`src/rtl/mem_ctrl_pkg.sv`:
```
// mem_ctrl_pkg: shared FSM state encoding, default widths and the wait-counter width helper.
// Imported by mem_access_ctrl_if, mem_wait_counter and mem_access_ctrl.
package mem_ctrl_pkg;
  localparam int DEF_DATA_WIDTH     = 32;
  localparam int DEF_ADDRESS_WIDTH  = 9;
  localparam int DEF_CPU_ADDR_WIDTH = 32;
  typedef enum logic [1:0] {IDLE = 2'd0, ACCESS = 2'd1, DONE = 2'd2} state_e;
  // Width of a down-counter that must hold WAIT_CYCLES; never narrower than one bit.
  function automatic int cnt_width(input int wait_cycles);
    return (wait_cycles < 1) ? 1 : $clog2(wait_cycles + 1);
  endfunction
endpackage

```
`src/rtl/mem_access_ctrl_if.sv`:
```
// mem_access_ctrl_if: control-unit request/response bus plus RAM strobe bus.
// Signals: req/we/addr/wdata (request), ready/done/rdata/err (response),
//          ram_read/ram_write/ram_address/ram_data_in/ram_data_out (RAM side).
// Modports: master = control unit, slave = mem_access_ctrl, ram = word-addressed RAM.
interface mem_access_ctrl_if
  import mem_ctrl_pkg::*;
#(
  parameter int DATA_WIDTH     = DEF_DATA_WIDTH,
  parameter int ADDRESS_WIDTH  = DEF_ADDRESS_WIDTH,
  parameter int CPU_ADDR_WIDTH = DEF_CPU_ADDR_WIDTH
);
  logic                      req;
  logic                      we;
  logic [CPU_ADDR_WIDTH-1:0] addr;
  logic [DATA_WIDTH-1:0]     wdata;
  logic                      ready;
  logic                      done;
  logic [DATA_WIDTH-1:0]     rdata;
  logic                      err;
  logic                      ram_read;
  logic                      ram_write;
  logic [ADDRESS_WIDTH-1:0]  ram_address;
  logic [DATA_WIDTH-1:0]     ram_data_in;
  logic [DATA_WIDTH-1:0]     ram_data_out;
  modport master (output req, we, addr, wdata, input ready, done, rdata, err);
  modport slave (
    input  req, we, addr, wdata, ram_data_out,
    output ready, done, rdata, err, ram_read, ram_write, ram_address, ram_data_in
  );
  modport ram (input ram_read, ram_write, ram_address, ram_data_in, output ram_data_out);
endinterface

```
`src/rtl/mem_wait_counter.sv`:
```
// mem_wait_counter: loadable down-counter with zero flag, asynchronous active-high Clear.
// Ports: Clock, Clear, load_i (load LOAD), dec_i (decrement, saturating at 0), zero_o.
module mem_wait_counter
  import mem_ctrl_pkg::*;
#(
  parameter int WIDTH = 1,
  parameter int LOAD  = 0
) (
  input  logic Clock,
  input  logic Clear,
  input  logic load_i,
  input  logic dec_i,
  output logic zero_o
);
  logic [WIDTH-1:0] cnt_q, cnt_d;
  assign zero_o = cnt_q == '0;
  assign cnt_d  = load_i ? WIDTH'(LOAD) : (dec_i && !zero_o) ? cnt_q - 1'b1 : cnt_q;
  always_ff @(posedge Clock or posedge Clear) begin
    if (Clear) cnt_q <= '0;
    else       cnt_q <= cnt_d;
  end
endmodule

```
`src/rtl/mem_access_ctrl.sv`:
```
// mem_access_ctrl: sequences one RAM read or write per request (IDLE -> ACCESS -> DONE).
// Ports: Clock, Clear (async active-high reset), bus (mem_access_ctrl_if.slave):
//   req/we/addr/wdata in, ready/done/rdata/err out, RAM strobes/address/data out, ram_data_out in.
// Build option: define MEM_ACCESS_CTRL_BOUNDS_CHECK_EN to flag requests whose upper address
//   bits are nonzero (done+err without touching RAM); otherwise they alias and err stays 0.
module mem_access_ctrl
  import mem_ctrl_pkg::*;
#(
  parameter int DATA_WIDTH     = DEF_DATA_WIDTH,
  parameter int ADDRESS_WIDTH  = DEF_ADDRESS_WIDTH,
  parameter int CPU_ADDR_WIDTH = DEF_CPU_ADDR_WIDTH,
  parameter int WAIT_CYCLES    = 1
) (
  input  logic           Clock,
  input  logic           Clear,
  mem_access_ctrl_if.slave bus
);
  localparam logic [1:0] S_IDLE   = IDLE;
  localparam logic [1:0] S_ACCESS = ACCESS;
  localparam logic [1:0] S_DONE   = DONE;
  localparam int CW = cnt_width(WAIT_CYCLES);
  logic [1:0]               state_q, state_d;
  logic [ADDRESS_WIDTH-1:0] addr_q, addr_d;
  logic [DATA_WIDTH-1:0]    wdata_q, wdata_d, rdata_q, rdata_d;
  logic                     we_q, we_d, err_q, err_d;
  logic                     accept, in_access, last, oob;
  assign accept    = (state_q == S_IDLE) && bus.req;
  assign in_access = state_q == S_ACCESS;
`ifdef MEM_ACCESS_CTRL_BOUNDS_CHECK_EN
  assign oob = |(bus.addr >> ADDRESS_WIDTH);
`else
  assign oob = 1'b0;
`endif
  mem_wait_counter #(.WIDTH(CW), .LOAD(WAIT_CYCLES)) u_wait (
    .Clock  (Clock),
    .Clear  (Clear),
    .load_i (accept),
    .dec_i  (in_access),
    .zero_o (last)
  );
  assign state_d = accept ? (oob ? S_DONE : S_ACCESS)
                 : (in_access && last) ? S_DONE
                 : (state_q == S_DONE) ? S_IDLE : state_q;
  assign addr_d  = accept ? bus.addr[ADDRESS_WIDTH-1:0] : addr_q;
  assign wdata_d = accept ? bus.wdata : wdata_q;
  assign we_d    = accept ? bus.we : we_q;
  assign err_d   = accept ? oob : err_q;
  // Read data is taken on the edge that leaves ACCESS, while the address is still stable.
  assign rdata_d = (in_access && last && !we_q) ? bus.ram_data_out : rdata_q;
  always_ff @(posedge Clock or posedge Clear) begin
    if (Clear) begin
      state_q <= S_IDLE;
      addr_q  <= '0;
      wdata_q <= '0;
      we_q    <= 1'b0;
      err_q   <= 1'b0;
      rdata_q <= '0;
    end else begin
      state_q <= state_d;
      addr_q  <= addr_d;
      wdata_q <= wdata_d;
      we_q    <= we_d;
      err_q   <= err_d;
      rdata_q <= rdata_d;
    end
  end
  assign bus.ready       = state_q == S_IDLE;
  assign bus.done        = state_q == S_DONE;
  assign bus.err         = (state_q == S_DONE) && err_q;
  assign bus.rdata       = rdata_q;
  assign bus.ram_read    = in_access && !we_q;
  // Write strobe only in the last ACCESS cycle so the RAM sees exactly one falling edge.
  assign bus.ram_write   = in_access && we_q && last;
  assign bus.ram_address = addr_q;
  assign bus.ram_data_in = wdata_q;
endmodule

```
`src/flat_wrapper.sv`:
```
// flat-port wrapper written by rule: the top's interface ports become plain ports
module mem_access_ctrl_flat import mem_ctrl_pkg::*;
#(
  parameter int DATA_WIDTH     = DEF_DATA_WIDTH,
  parameter int ADDRESS_WIDTH  = DEF_ADDRESS_WIDTH,
  parameter int CPU_ADDR_WIDTH = DEF_CPU_ADDR_WIDTH,
  parameter int WAIT_CYCLES    = 1
)
  (Clock, Clear, bus_req, bus_we, bus_addr, bus_wdata, bus_ram_data_out, bus_ready, bus_done, bus_rdata, bus_err, bus_ram_read, bus_ram_write, bus_ram_address, bus_ram_data_in);
  mem_access_ctrl_if #(.DATA_WIDTH(DATA_WIDTH), .ADDRESS_WIDTH(ADDRESS_WIDTH), .CPU_ADDR_WIDTH(CPU_ADDR_WIDTH)) bus_i ();
  input  logic Clock;
  input  logic Clear;
  input wire logic [$bits(bus_i.req)-1:0] bus_req;
  input wire logic [$bits(bus_i.we)-1:0] bus_we;
  input wire logic [$bits(bus_i.addr)-1:0] bus_addr;
  input wire logic [$bits(bus_i.wdata)-1:0] bus_wdata;
  input wire logic [$bits(bus_i.ram_data_out)-1:0] bus_ram_data_out;
  output wire logic [$bits(bus_i.ready)-1:0] bus_ready;
  output wire logic [$bits(bus_i.done)-1:0] bus_done;
  output wire logic [$bits(bus_i.rdata)-1:0] bus_rdata;
  output wire logic [$bits(bus_i.err)-1:0] bus_err;
  output wire logic [$bits(bus_i.ram_read)-1:0] bus_ram_read;
  output wire logic [$bits(bus_i.ram_write)-1:0] bus_ram_write;
  output wire logic [$bits(bus_i.ram_address)-1:0] bus_ram_address;
  output wire logic [$bits(bus_i.ram_data_in)-1:0] bus_ram_data_in;
  assign bus_i.req = bus_req;
  assign bus_i.we = bus_we;
  assign bus_i.addr = bus_addr;
  assign bus_i.wdata = bus_wdata;
  assign bus_i.ram_data_out = bus_ram_data_out;
  assign bus_ready = bus_i.ready;
  assign bus_done = bus_i.done;
  assign bus_rdata = bus_i.rdata;
  assign bus_err = bus_i.err;
  assign bus_ram_read = bus_i.ram_read;
  assign bus_ram_write = bus_i.ram_write;
  assign bus_ram_address = bus_i.ram_address;
  assign bus_ram_data_in = bus_i.ram_data_in;
  mem_access_ctrl #(.DATA_WIDTH(DATA_WIDTH), .ADDRESS_WIDTH(ADDRESS_WIDTH), .CPU_ADDR_WIDTH(CPU_ADDR_WIDTH), .WAIT_CYCLES(WAIT_CYCLES)) u_core (.Clock(Clock), .Clear(Clear), .bus(bus_i));
endmodule
```
`config.mk`:
```
export PLATFORM = sky130hd
export DESIGN_NAME = mem_access_ctrl_flat
export DESIGN_NICKNAME = d
export VERILOG_FILES = /design/src/rtl/mem_ctrl_pkg.sv /design/src/rtl/mem_access_ctrl_if.sv /design/src/rtl/mem_wait_counter.sv /design/src/rtl/mem_access_ctrl.sv /design/src/flat_wrapper.sv
export SDC_FILE = /design/constraint.sdc
export NUM_CORES = 1
export LEC_CHECK = 0
export BUFFER_PORTS_ARGS = -buffer_cell sky130_fd_sc_hd__buf_2
export CELL_PAD_IN_SITES_DETAIL_PLACEMENT = 1
export CELL_PAD_IN_SITES_GLOBAL_PLACEMENT = 1
export CORE_MARGIN = 5
export CORE_UTILIZATION = 34
export CTS_BUF_LIST = sky130_fd_sc_hd__clkbuf_8
export CTS_CLUSTER_SIZE = 14
export DETAILED_ROUTE_END_ITERATION = 7
export PLACE_DENSITY_LB_ADDON = 0.1
export REMOVE_ABC_BUFFERS = 1
export SYNTH_ARGS = -nofsm -noshare
export SYNTH_HDL_FRONTEND = slang
export SYNTH_SLANG_ARGS = --single-unit
```
`constraint.sdc`:
```
create_clock -name Clock -period 2.5 [get_ports Clock]
set_input_delay 0.125 -clock Clock [delete_from_list [all_inputs] [get_ports Clock]]
set_output_delay 0.125 -clock Clock [all_outputs]
set_load 0.01 [all_outputs]
```
==> results.md <==
- Status: completed
- H-tree Lvls: 3
- Period minus WS final: 1.71 ns
- Mapped Area: 0.00292 mm²
- Commonest non-fill, non-tap cell in the layout: buf_2
- Clock Sink Count: 77
- Peak VDD IR: 0.522 mV
- Starting density of the core: 0.352
- Fmax: 586 MHz
- Core box area: 0.00830 mm²
- P_int: 0.00377 W
- Seq pwr share: 0.402
- I/O Buffers: 153
- Layout cells sized above 1: 0.696
- Setup ws final: 0.794 ns
- Clock power frac: 0.206
- Vias in the first global route: 2126
- Number of max-cap violations: 0
- CTS tree: done
- Crit path from: u_core.state_q[1]
- P_leak: 2.07 nW
- WL/cell: 15.7 µm
- CTS Root Buffer Type: clkbuf_8
- Switch Pwr: 0.00175 W
- Worst Path Required: 2.71 ns
- IO Count: 178
- Die area: 0.0106 mm²
- Crit Path Class: reg -> reg
- Logic pwr share: 0.392
- Crit end category: flip-flop
- Pre-antenna DRT Iters: 3
- Most frequent cells in the layout: buf_2, dfrtp_1, mux2_2, dlygate4sd3_1, clkbuf_8
- Antenna Cells: 0
- Distinct cells, synth: 15
- FF+latch count, synth: 77
- Design Area, Final: 0.00422 mm²
- Max stage delay cell, worst path: dfrtp_1
- Hold Path Origin: bus_ram_data_out[28]
- Layout area overhead: 44.5%
- Dpl cell area: 0.00380 mm²
- Crit path max fanout: 32
- Clk buf depth: 2
- All-Layer GR Usage: 0.136
- R2R Setup Slk: 0.79 ns
- Post-synthesis sequential area ratio: 0.659
- Critical Path, Cell by Cell: nor4b_4 > buf_4 > mux2_2
- Sw Share: 0.317
- Worst path arrival time: 1.92 ns
- Worst Skew: 0.0104 ns
- Dominant cell type by area after synthesis: dfrtp_1
- Final hold violations: 0
- CTS Buf Count: 9
- Final worst-path cycle share: 0.682
- Hold_ws: 0.0183 ns
- Initial antenna violation count: 0
- Slew HR: 0.586
- Grt total ovfl: 0
- Hold Crit Depth: 2
- Clk Latency, worst-skew pair: 0.33 ns
- First-pass GRT wire length: 11.0 mm
- Worst r2r path cells: 3
- Die X: 103 µm
- Clock transition at path regs: 0.08 ns
- Post-synth top area share: 0.659
- DR iter-0 viols: 34
- Final setup fails: 0
- Post-Synthesis Cells: 173
- DRT Wirelength: 7.24 mm
- WHS Endpoint: u_core.bus.rdata[28]
- Antenna-violating nets left: 0
- Nets: 451
- Pins over their slew limit: 0
- CP startpoint kind: flip-flop
- Via density: 4.53
- Die H: 103 µm
- CTS resizes: 0
- Avg Synthesized Cell Area: 16.9 µm²
- R2R Path Start: u_core.state_q[1]
- Final Power: 0.00552 W
- PwrDens: 1310 mW/mm²
- YS warnings: 0
- Worst-margin pin slew: 0.621 ns
- Post-place setup slack: 0.773 ns
- Hpwl dp: 5.42 mm
- Largest net degree at the start of global routing: 43
- Slowest stage delay, CP: 0.48 ns
- Cell Rows: 33
- Synth area leaders: dfrtp_1, mux2_2, buf_4, nor4b_4, mux2_1
- DR vias: 2082
- RSZ-0062 raised after global routing: false
- Sum of negative setup slack: 0 ns
- Reg2reg end: u_core.bus.rdata[6]
- Routability Congestion: 0.692
- Hold Crit Class: in -> reg
- DRC viols: 0
-- logic make-up after synthesis --
logic type,count (synthesis),synth area share
other cells,1,0.00128
flops,77,0.659
compound gates,3,0.00814
buf+inv,10,0.0231
mux,74,0.285
simple gates,8,0.0231
-- synthesized netlist by cell type (all sizes together) --
cell    count
a21boi      1
buf         8
conb        1
dfrtp      77
inv         2
mux2       74
nand2b      1
nor2        3
nor2b       1
nor3b       2
nor4b       1
o21a        1
o22a        1
-- sequential cells by signal, indices dropped and copies added (netlist names) --
name and count:
u_core.we_q 1, u_core.bus.ram_address 9, u_core.state_q 2, u_core.bus.rdata 32, u_core.bus.ram_data_in 32, u_core.u_wait.cnt_q 1
-- power by group through the flow --
stage          clock, W  sequential (W)  combinational, W
6_report        0.00114         0.00222           0.00216
5_1_grt         0.00124         0.00231           0.00236
4_1_cts         0.00118         0.00223           0.00221
3_5_place_dp          0         0.00225           0.00219
3_3_place_gp          0         0.00222           0.00216
2_1_floorplan         0         0.00253          0.000950
-- routing by layer --
| metal | up-vias | global-route usage | part of all wire |
|---|---|---|---|
| li1 | 957 | - | - |
| met1 | 1025 | 0.169 | 0.39 |
| met2 | 94 | 0.216 | 0.49 |
| met3 | 6 | 0.0521 | 0.11 |
| met4 | 0 | 0.0484 | 0.0070 |
| met5 | - | 0 | 0 |
-- stage by stage --
step | util | cells
floorplan | - | 165
global placement | 0.458 | 427
detailed placement | 0.458 | 427
CTS | 0.498 | 451
global route | 0.509 | 460
finish | 0.509 | 460
-- worst max path at each step --
stage                                  to  cells after the start
6_report              u_core.bus.rdata[6]                      3
3_5_place_dp    u_core.bus.ram_data_in[7]                      3
5_1_grt               u_core.bus.rdata[6]                      3
4_1_cts         u_core.bus.ram_data_in[5]                      3
3_3_place_gp   u_core.bus.ram_data_in[10]                      3
2_1_floorplan   u_core.bus.ram_address[0]                      2
-- timing repair --
item,CTS,global route
hold buffers,9,9
hold endpoints to repair,42,9
buffers inserted,0,0
-- worst max-delay path, delay by kind of cell, from the launching register on --
family	cells	cell delay, ns
flops	1	0.48
mux	1	0.39
buf+inv	1	0.40
simple gates	1	0.29
-- cell type report --
type | instances | area (µm²)
clock inverters | 4 | 95.1
inverters | 2 | 8.76
flip-flops and latches | 77 | 1930
fillers | 895 | 4080
well taps | 105 | 131
repair buffers | 175 | 976
clock buffers | 11 | 151
multi-input cells | 86 | 935
(Power assumes the default switching activity.)
